<file path="config.mk">
export PLATFORM = sky130hd
export DESIGN_NAME = seq_decoder
export DESIGN_NICKNAME = d
export VERILOG_FILES = /design/src/rtl/seq_decoder.sv
export SDC_FILE = /design/constraint.sdc
export NUM_CORES = 1
export LEC_CHECK = 0
export BUFFER_PORTS_ARGS = -buffer_cell sky130_fd_sc_hd__buf_4
export CORE_AREA = 2 2 39 41
export DETAILED_ROUTE_END_ITERATION = 10
export DIE_AREA = 0 0 41 43
export PLACE_DENSITY_LB_ADDON = 0.3
export SLEW_MARGIN = 20
export SYNTH_ARGS = -nofsm -noshare
export SYNTH_HDL_FRONTEND = slang
export SYNTH_SLANG_ARGS = --single-unit
</file>
<file path="constraint.sdc">
create_clock -name clk -period 1.49 [get_ports clk]
set_input_delay 0.0745 -clock clk [delete_from_list [all_inputs] [get_ports clk]]
set_output_delay 0.0745 -clock clk [all_outputs]
set_load 0.02 [all_outputs]
</file>
<file path="src/rtl/seq_decoder.sv">
// seq_decoder: registered N-to-2^N one-hot decoder with enable, direct-load
// and scan modes. The scan mode walks the active line at one step every
// SCAN_DIV clocks and pulses wrap when the index rolls over to line 0.
//
// Build option: define SEQ_DECODER_ACTIVE_LOW_EN for active-low y
// (selected line 0, idle/reset/disabled state all ones). idx and wrap are
// polarity-independent.
module seq_decoder #(
  parameter int unsigned N        = 2,
  parameter int unsigned SCAN_DIV = 4
) (
  input  logic                  clk,
  input  logic                  rst,
  input  logic                  en,
  input  logic                  mode,
  input  logic                  load,
  input  logic [N-1:0]          sel,
  output logic [(1 << N)-1:0]   y,
  output logic [N-1:0]          idx,
  output logic                  wrap
);

  localparam int unsigned LINES = 1 << N;
  localparam int unsigned PW    = (SCAN_DIV > 1) ? $clog2(SCAN_DIV) : 1;

  localparam logic [PW-1:0] PRE_LAST = PW'(SCAN_DIV - 1);
  localparam logic [N-1:0]  IDX_LAST = N'(LINES - 1);

`ifdef SEQ_DECODER_ACTIVE_LOW_EN
  localparam logic [LINES-1:0] Y_IDLE = '1;
`else
  localparam logic [LINES-1:0] Y_IDLE = '0;
`endif

  logic [PW-1:0]    pre;
  logic [PW-1:0]    pre_next;
  logic [N-1:0]     idx_next;
  logic             wrap_next;
  logic [LINES-1:0] y_next;

  // Next index/prescaler: load beats a scan step; direct mode parks the
  // prescaler; scan freezes while disabled.
  always_comb begin
    idx_next  = idx;
    pre_next  = pre;
    wrap_next = 1'b0;
    if (load) begin
      idx_next = sel;
      pre_next = '0;
    end else if (!mode) begin
      pre_next = '0;
    end else if (en) begin
      if (pre == PRE_LAST) begin
        pre_next  = '0;
        idx_next  = idx + N'(1);
        wrap_next = (idx == IDX_LAST);
      end else begin
        pre_next = pre + PW'(1);
      end
    end
  end

  // Decode the index being written so y tracks idx with one edge of latency;
  // XOR with the idle level flips polarity for the active-low build.
  always_comb begin
    y_next = Y_IDLE;
    if (en) begin
      y_next = (LINES'(1) << idx_next) ^ Y_IDLE;
    end
  end

  // State and output registers with asynchronous reset.
  always_ff @(posedge clk or posedge rst) begin
    if (rst) begin
      idx  <= '0;
      pre  <= '0;
      wrap <= 1'b0;
      y    <= Y_IDLE;
    end else begin
      idx  <= idx_next;
      pre  <= pre_next;
      wrap <= wrap_next;
      y    <= y_next;
    end
  end

endmodule

</file>
==> out/results.ini, run 1 <==
[status]
status=complete, no violations

[logic_synthesis]
synthMostInstantiatedCell=dfrtp_1
synth_edf_count=0
synth_top_cell_by_area=dfrtp_1
synth_cells=43
avgSynthCellArea_um2=10.7
synth_seq_cells=9
seq_area_frac_synth_pct=48.8
yosys.area.top_type_share_pct=48.8
ys_top_cells_by_count=dfrtp_1 (9), nor2_1 (4), a21oi_1 (3), ha_1 (3), nand3_1 (3)
netlist_area_um2=462
ys_warn_count=0
syn-num-nets=53
ys.flop_type=dfrtp_1
ys_types=23
synthTopCellsByArea=dfrtp_1 (49%), ha_1 (8.1%), a21oi_1 (3.3%), nand3_1 (3.3%), a211oi_1 (3.3%)
async_reset_ff_share_pct=100

[die]
coreArea_mm2=0.00138
die_y_um=43
die_w_um=41
rows=14
initial_utilization_pct=33.4
io-pin-count=14
fp.dieArea_mm2=0.00176

[drt]
vias_per_cell=4.91
drcViolationCount=0
first_pass_iters=4
drt_wl_total_um=943
drt_iter0_markers=10
avgRoutedWirePerCell_um=11.8
vias=393
route.antenna.remaining_nets=0

[timing]
skew_ns=0.000107
rsz0062_at_grt=yes
period_minus_slack_ns=1.45
max_freq_ghz=0.691
finalWorstSetupSlack_ns=0.0432
worst_pin_slew_ns=0.350
relSlewSlack_pct=76.7
finalSetupViolCount=0
finalSetupTns_ns=0
slew_viol_final=0
post-route-period-util_pct=97.1
hold_violations=0

[global_route]
use_met3_pct=1.57
gr-usage-all-layers_pct=12.7
grt_pass1_vias=343
grt_busiest_layer=met2
grt-ovfl-total=0
grtUsageMet1_pct=14.5
use_met2_pct=20.0
grt_pass1_wl_um=1460
grt_max_degree=10
antenna_found_initial=0

[power_and_ir_drop]
p_leak_nw=0.321
ir_worst_vdd_mv=0.470
powerDensity_mw_per_mm2=849
total_power_mw=0.569

[layout]
seq_area_um2=225
nNetsFinal=75
drive_gt1_share_pct=39.1
num_antenna_cells=0
area.growth.synth_to_final_pct=45.0
multi_input_area_um2=249
fillCellCount=136
final_core_util_pct=48.4
fin_area_um2=669

[worst_setup_path]
critPathLaunch=pre[0]
crit_type=reg2reg
timing.critical_path.buf_inv=0
worstSetupEndpointType=register
cp.arrival_ns=1.63
slowest_delay_ns=0.44
path_max_fanout=4
reg2reg_depth=4
required_ns=1.67
reg2reg_setup_slack_ns=0.04
worstPathCellList=ha_4 -> and4b_1 -> or4_4 -> nor3_4
slowest_stage=or4_4
cp_top_family=simple AND/OR/NAND/NOR gates
r2r_start=pre[0]
start_kind=register
reg2reg_to=y[3]

[run]
drv_cap=0

[place]
place_area_um2=592
gp_congestion=0.755
hpwlAfterDp_um=710
preCtsSetupSlack_ns=-0.00376
port_buffers=13

[clock_network]
clk_latency_ns=0.26
tritoncts=done
path_clk_slew_ns=0.06
cts_buffers=3
clockBufferDepth=2
ctsRootBufferMaster=clkbuf_4
h-tree-depth=1
clock-sinks=9

[min_path]
worstHoldPathCells=3
hold_start=en
whs_endpoint=wrap
hp-class=in2reg

[cells by family after synthesis]
| kind of cell | share of synthesized area (%) |
|---|---|
| flops | 48.8 |
| mux | 2.17 |
| xor+xnor | 1.90 |
| simple gates | 23.0 |
| buf+inv | 4.07 |
| compound gates | 11.9 |
| fa+ha+maj | 8.13 |
[worst max path at each step]
stage          slack (ns)  cells past startpoint   end
3_3_place_gp         0.05                      4  y[3]
5_1_grt             -0.02                      4  y[3]
2_1_floorplan        0.02                      4  y[2]
4_1_cts             0.007                      4  y[3]
3_5_place_dp       -0.004                      4  y[3]
6_report             0.04                      4  y[3]
[routing by layer]
layer / routed length [um] / up-vias
met4: 14 / 0
met2: 445 / 18
met1: 415 / 175
met5: 0 / -
met3: 68 / 2
li1: - / 198
[placed cells by master, fill, tap and decap left out, types with 2 or more instances in the layout]
cell      count
nor2_1        4
clkbuf_4      3
buf_4        17
nand3_1       3
nor2b_1       2
inv_1         2
a21oi_1       3
dfrtp_1       9
ha_1          2
[report_power, final]
group	internal [mW]	switching (mW)
sequential	0.257	0.00614
combinational	0.0574	0.0630
clock	0.103	0.0821
total	0.417	0.151
[timing repair]
item / 4_1_cts / 5_1_grt
cloned: 0 / 0
hold buffers: 1 / 0
gates resized for setup: 0 / 4
endpoints found under the setup margin: 1 / 2
buffers inserted: 1 / 1
pin swaps: 0 / 0
hold endpoints to repair: 9 / 0
[state kept, by name, indices dropped and copies added, names as in the netlist]
signal	count
y	4
idx	2
pre	2
wrap	1
[metrics by stage]
stage	hold WS, ns	cells
2_1_floorplan	-0.0976	43
3_3_place_gp	0.0660	73
3_5_place_dp	0.0673	73
4_1_cts	0.0869	79
5_1_grt	0.106	80
6_report	0.0961	80
[tightest hold or removal path, stage by stage]
cell	delay [ns]
buf_4	0.14
nand3_1	0.07
nor2_1	0.04
[area by class of cell]
type,instances,area share [%]
sequential,9,33.6
multi-input combinational,30,37.2
clock buffer,4,3.93
tap,16,2.99
inverter,3,1.68
timing repair buffer,18,20.6
Note: power is estimated with default switching activity, not from simulation.
==> run 2: changes to the inputs <==
Settings changed: CELL_PAD_IN_SITES_DETAIL_PLACEMENT set to 0, CELL_PAD_IN_SITES_GLOBAL_PLACEMENT set to 2, CORE_AREA 2 2 39 41 to unset, CORE_MARGIN set to 1, CORE_UTILIZATION set to 26, DIE_AREA 0 0 41 43 to unset.
==> run 2 against run 1 <==
  * Sequential cell count unchanged
  * Critical path type unchanged
  * Critical endpoint unchanged
  * Clock-buffer cell count unchanged
  * Fmax about the same
  * Largest power group unchanged
  * Clock skew increased by 0.0048 ns
  * Routed wire length increased by 5.4%
  * Critical path depth unchanged
  * Sequential power about the same
  * Register-to-register slack about the same
==> out/results.ini, run 2 (synthesis results as in run 1) <==
[layout]
area.growth.synth_to_final_pct=41.5
top_regs=y x4, idx x2, pre x2
drive_gt1_share_pct=40.0  ; +0.94 points
largest_register=y
nNetsFinal=76  ; +1.3%
layout_commonest_cell=buf_4
fillCellCount=164  ; +21%
fin_cells=81  ; +1.3%
num_antenna_cells=0  ; unchanged
layout_common_cells=buf_4 (18), dfrtp_1 (9), nor2_1 (4)
largest_register_ffs=4  ; unchanged

[global_route]
grt_pass1_wl_um=1690  ; +16%
grt-ovfl-total=0  ; unchanged
antenna_found_initial=0  ; unchanged
grt_pass1_vias=381  ; +11%
grt_max_degree=10  ; unchanged
gr-usage-all-layers_pct=12.3  ; -0.45 points

[min_path]
hp-class=in2reg

[clock_network]
ctsRootBufferMaster=clkbuf_4
path_clk_slew_ns=0.07  ; about the same
h-tree-depth=1  ; unchanged
clock-sinks=9  ; unchanged
tritoncts=done
clk_latency_ns=0.26  ; about the same
clockBufferDepth=2  ; unchanged
cts_buffers=3  ; unchanged

[die]
initial_utilization_pct=29.3  ; -4.1 points
die_w_um=44.1  ; +7.7%
die_y_um=44.1  ; +2.7%
coreArea_mm2=0.00158  ; +14%
rows=14  ; unchanged
fp.dieArea_mm2=0.00195  ; +11%
io-pin-count=14  ; unchanged

[power_and_ir_drop]
ir_worst_vdd_mv=0.363  ; -23%
p_leak_nw=0.326  ; +1.8%
total_power_mw=0.574  ; +0.87%
powerDensity_mw_per_mm2=878  ; +3.4%

[place]
port_buffers=13  ; unchanged
placedCellCount=74  ; +1.4%
hpwlAfterDp_um=739  ; +4.1%
gp_congestion=0.749  ; -0.74%

[drt]
drt_wl_total_um=994  ; +5.4%
first_pass_iters=6  ; +2
avgRoutedWirePerCell_um=12.3  ; +4.1%
route.antenna.remaining_nets=0  ; unchanged
vias=394  ; +0.25%
vias_per_cell=4.86  ; -0.98%
drcViolationCount=0  ; unchanged
drt_iter0_markers=11  ; +1

[status]
status=complete, no violations

[worst_setup_path]
required_ns=1.67  ; about the same
cp.arrival_ns=1.63  ; about the same
worstSetupEndpointType=register
crit_type=reg2reg
path_max_fanout=3  ; -1
start_kind=register

[run]
drv_cap=0  ; unchanged

[timing]
finalSetupTns_ns=0  ; unchanged
skew_ns=0.00490  ; +0.00480 ns
post-route-period-util_pct=97.0  ; about the same
hold_violations=0  ; unchanged
relSlewSlack_pct=76.3  ; -0.42 points
worst_pin_slew_ns=0.356  ; +0.00624 ns
rsz0062_at_grt=yes
period_minus_slack_ns=1.45  ; -0.00120 ns
max_freq_ghz=0.692  ; about the same
finalSetupViolCount=0  ; unchanged
slew_viol_final=0  ; unchanged

## run 2: cell count changes in the layout (fill, tap and decap cells not counted)
cell and change:
ha_4 -1, ha_2 +1, buf_4 +1, a211oi_4 -1, nor3_2 +1, a211oi_2 +1, nor3_4 -1
## run 2: worst paths after layout
check,startpoint,to,slack (ns),cells after the start
setup / recovery,pre[0],y[3],0.04,4
hold / removal,sel[1],idx[1],0.10,3
setup reg to reg,pre[0],y[3],0.04,4
hold reg to reg,pre[1],pre[1],0.60,2
max in group asynchronous,rst,y[2],0.90,3
min in group asynchronous,rst,wrap,0.33,3
## run 2: worst max-delay path, stage by stage, from the launching register on
cell,delay [ns]
dfrtp_1,0.41
ha_2,0.21
and4b_1,0.20
or4_4,0.43
nor3_2,0.11
## run 2: per-layer routing
| layer | track usage [%] | part of all wire [%] | vias up |
|---|---|---|---|
| met5 | 0 | 0 | - |
| met4 | 5.45 | 0 | 0 |
| met3 | 3.67 | 5.3 | 0 |
| met2 | 16.2 | 42 | 13 |
| met1 | 18.2 | 52 | 183 |
| li1 | - | - | 198 |
## run 2: timing repair
| action | CTS | global route |
|---|---|---|
| hold endpoints to repair | 9 | 0 |
| hold buffers | 1 | 0 |
| gates resized for setup | 0 | 1 |
| buffers inserted | 0 | 2 |
| setup endpoints to repair | 0 | 4 |
## run 2: area by class of cell
| cell class | count | area [um2] | area share [%] |
|---|---|---|---|
| inverter | 3 | 11.3 | 1.72 |
| multi-input combinational | 30 | 225 | 34.5 |
| tap | 16 | 20.0 | 3.07 |
| timing repair buffer | 19 | 145 | 22.2 |
| sequential | 9 | 225 | 34.5 |
| clock buffer | 4 | 26.3 | 4.02 |
## run 2: report_power, final
part | internal, mW | leakage, nW | switching [mW] | total, mW
logic | 0.0552 | 0.194 | 0.0601 | 0.115
clock network | 0.103 | 0.0150 | 0.0924 | 0.196
registers | 0.257 | 0.117 | 0.00581 | 0.263
total | 0.415 | 0.326 | 0.158 | 0.574
## run 2: per-stage QoR
stage / area (um2) / hold slack (ns) / worst slack [ns] / util (%)
CTS: 636 / 0.103 / 0.000530 / 40.3
finish: 653 / 0.103 / 0.0444 / 41.4
global placement: 599 / 0.0694 / 0.0631 / 38.0
detailed placement: 599 / 0.0662 / 0.0331 / 38.0
floorplan: 467 / -0.0976 / 0.0197 / -
global route: 653 / 0.105 / -0.0201 / 41.4
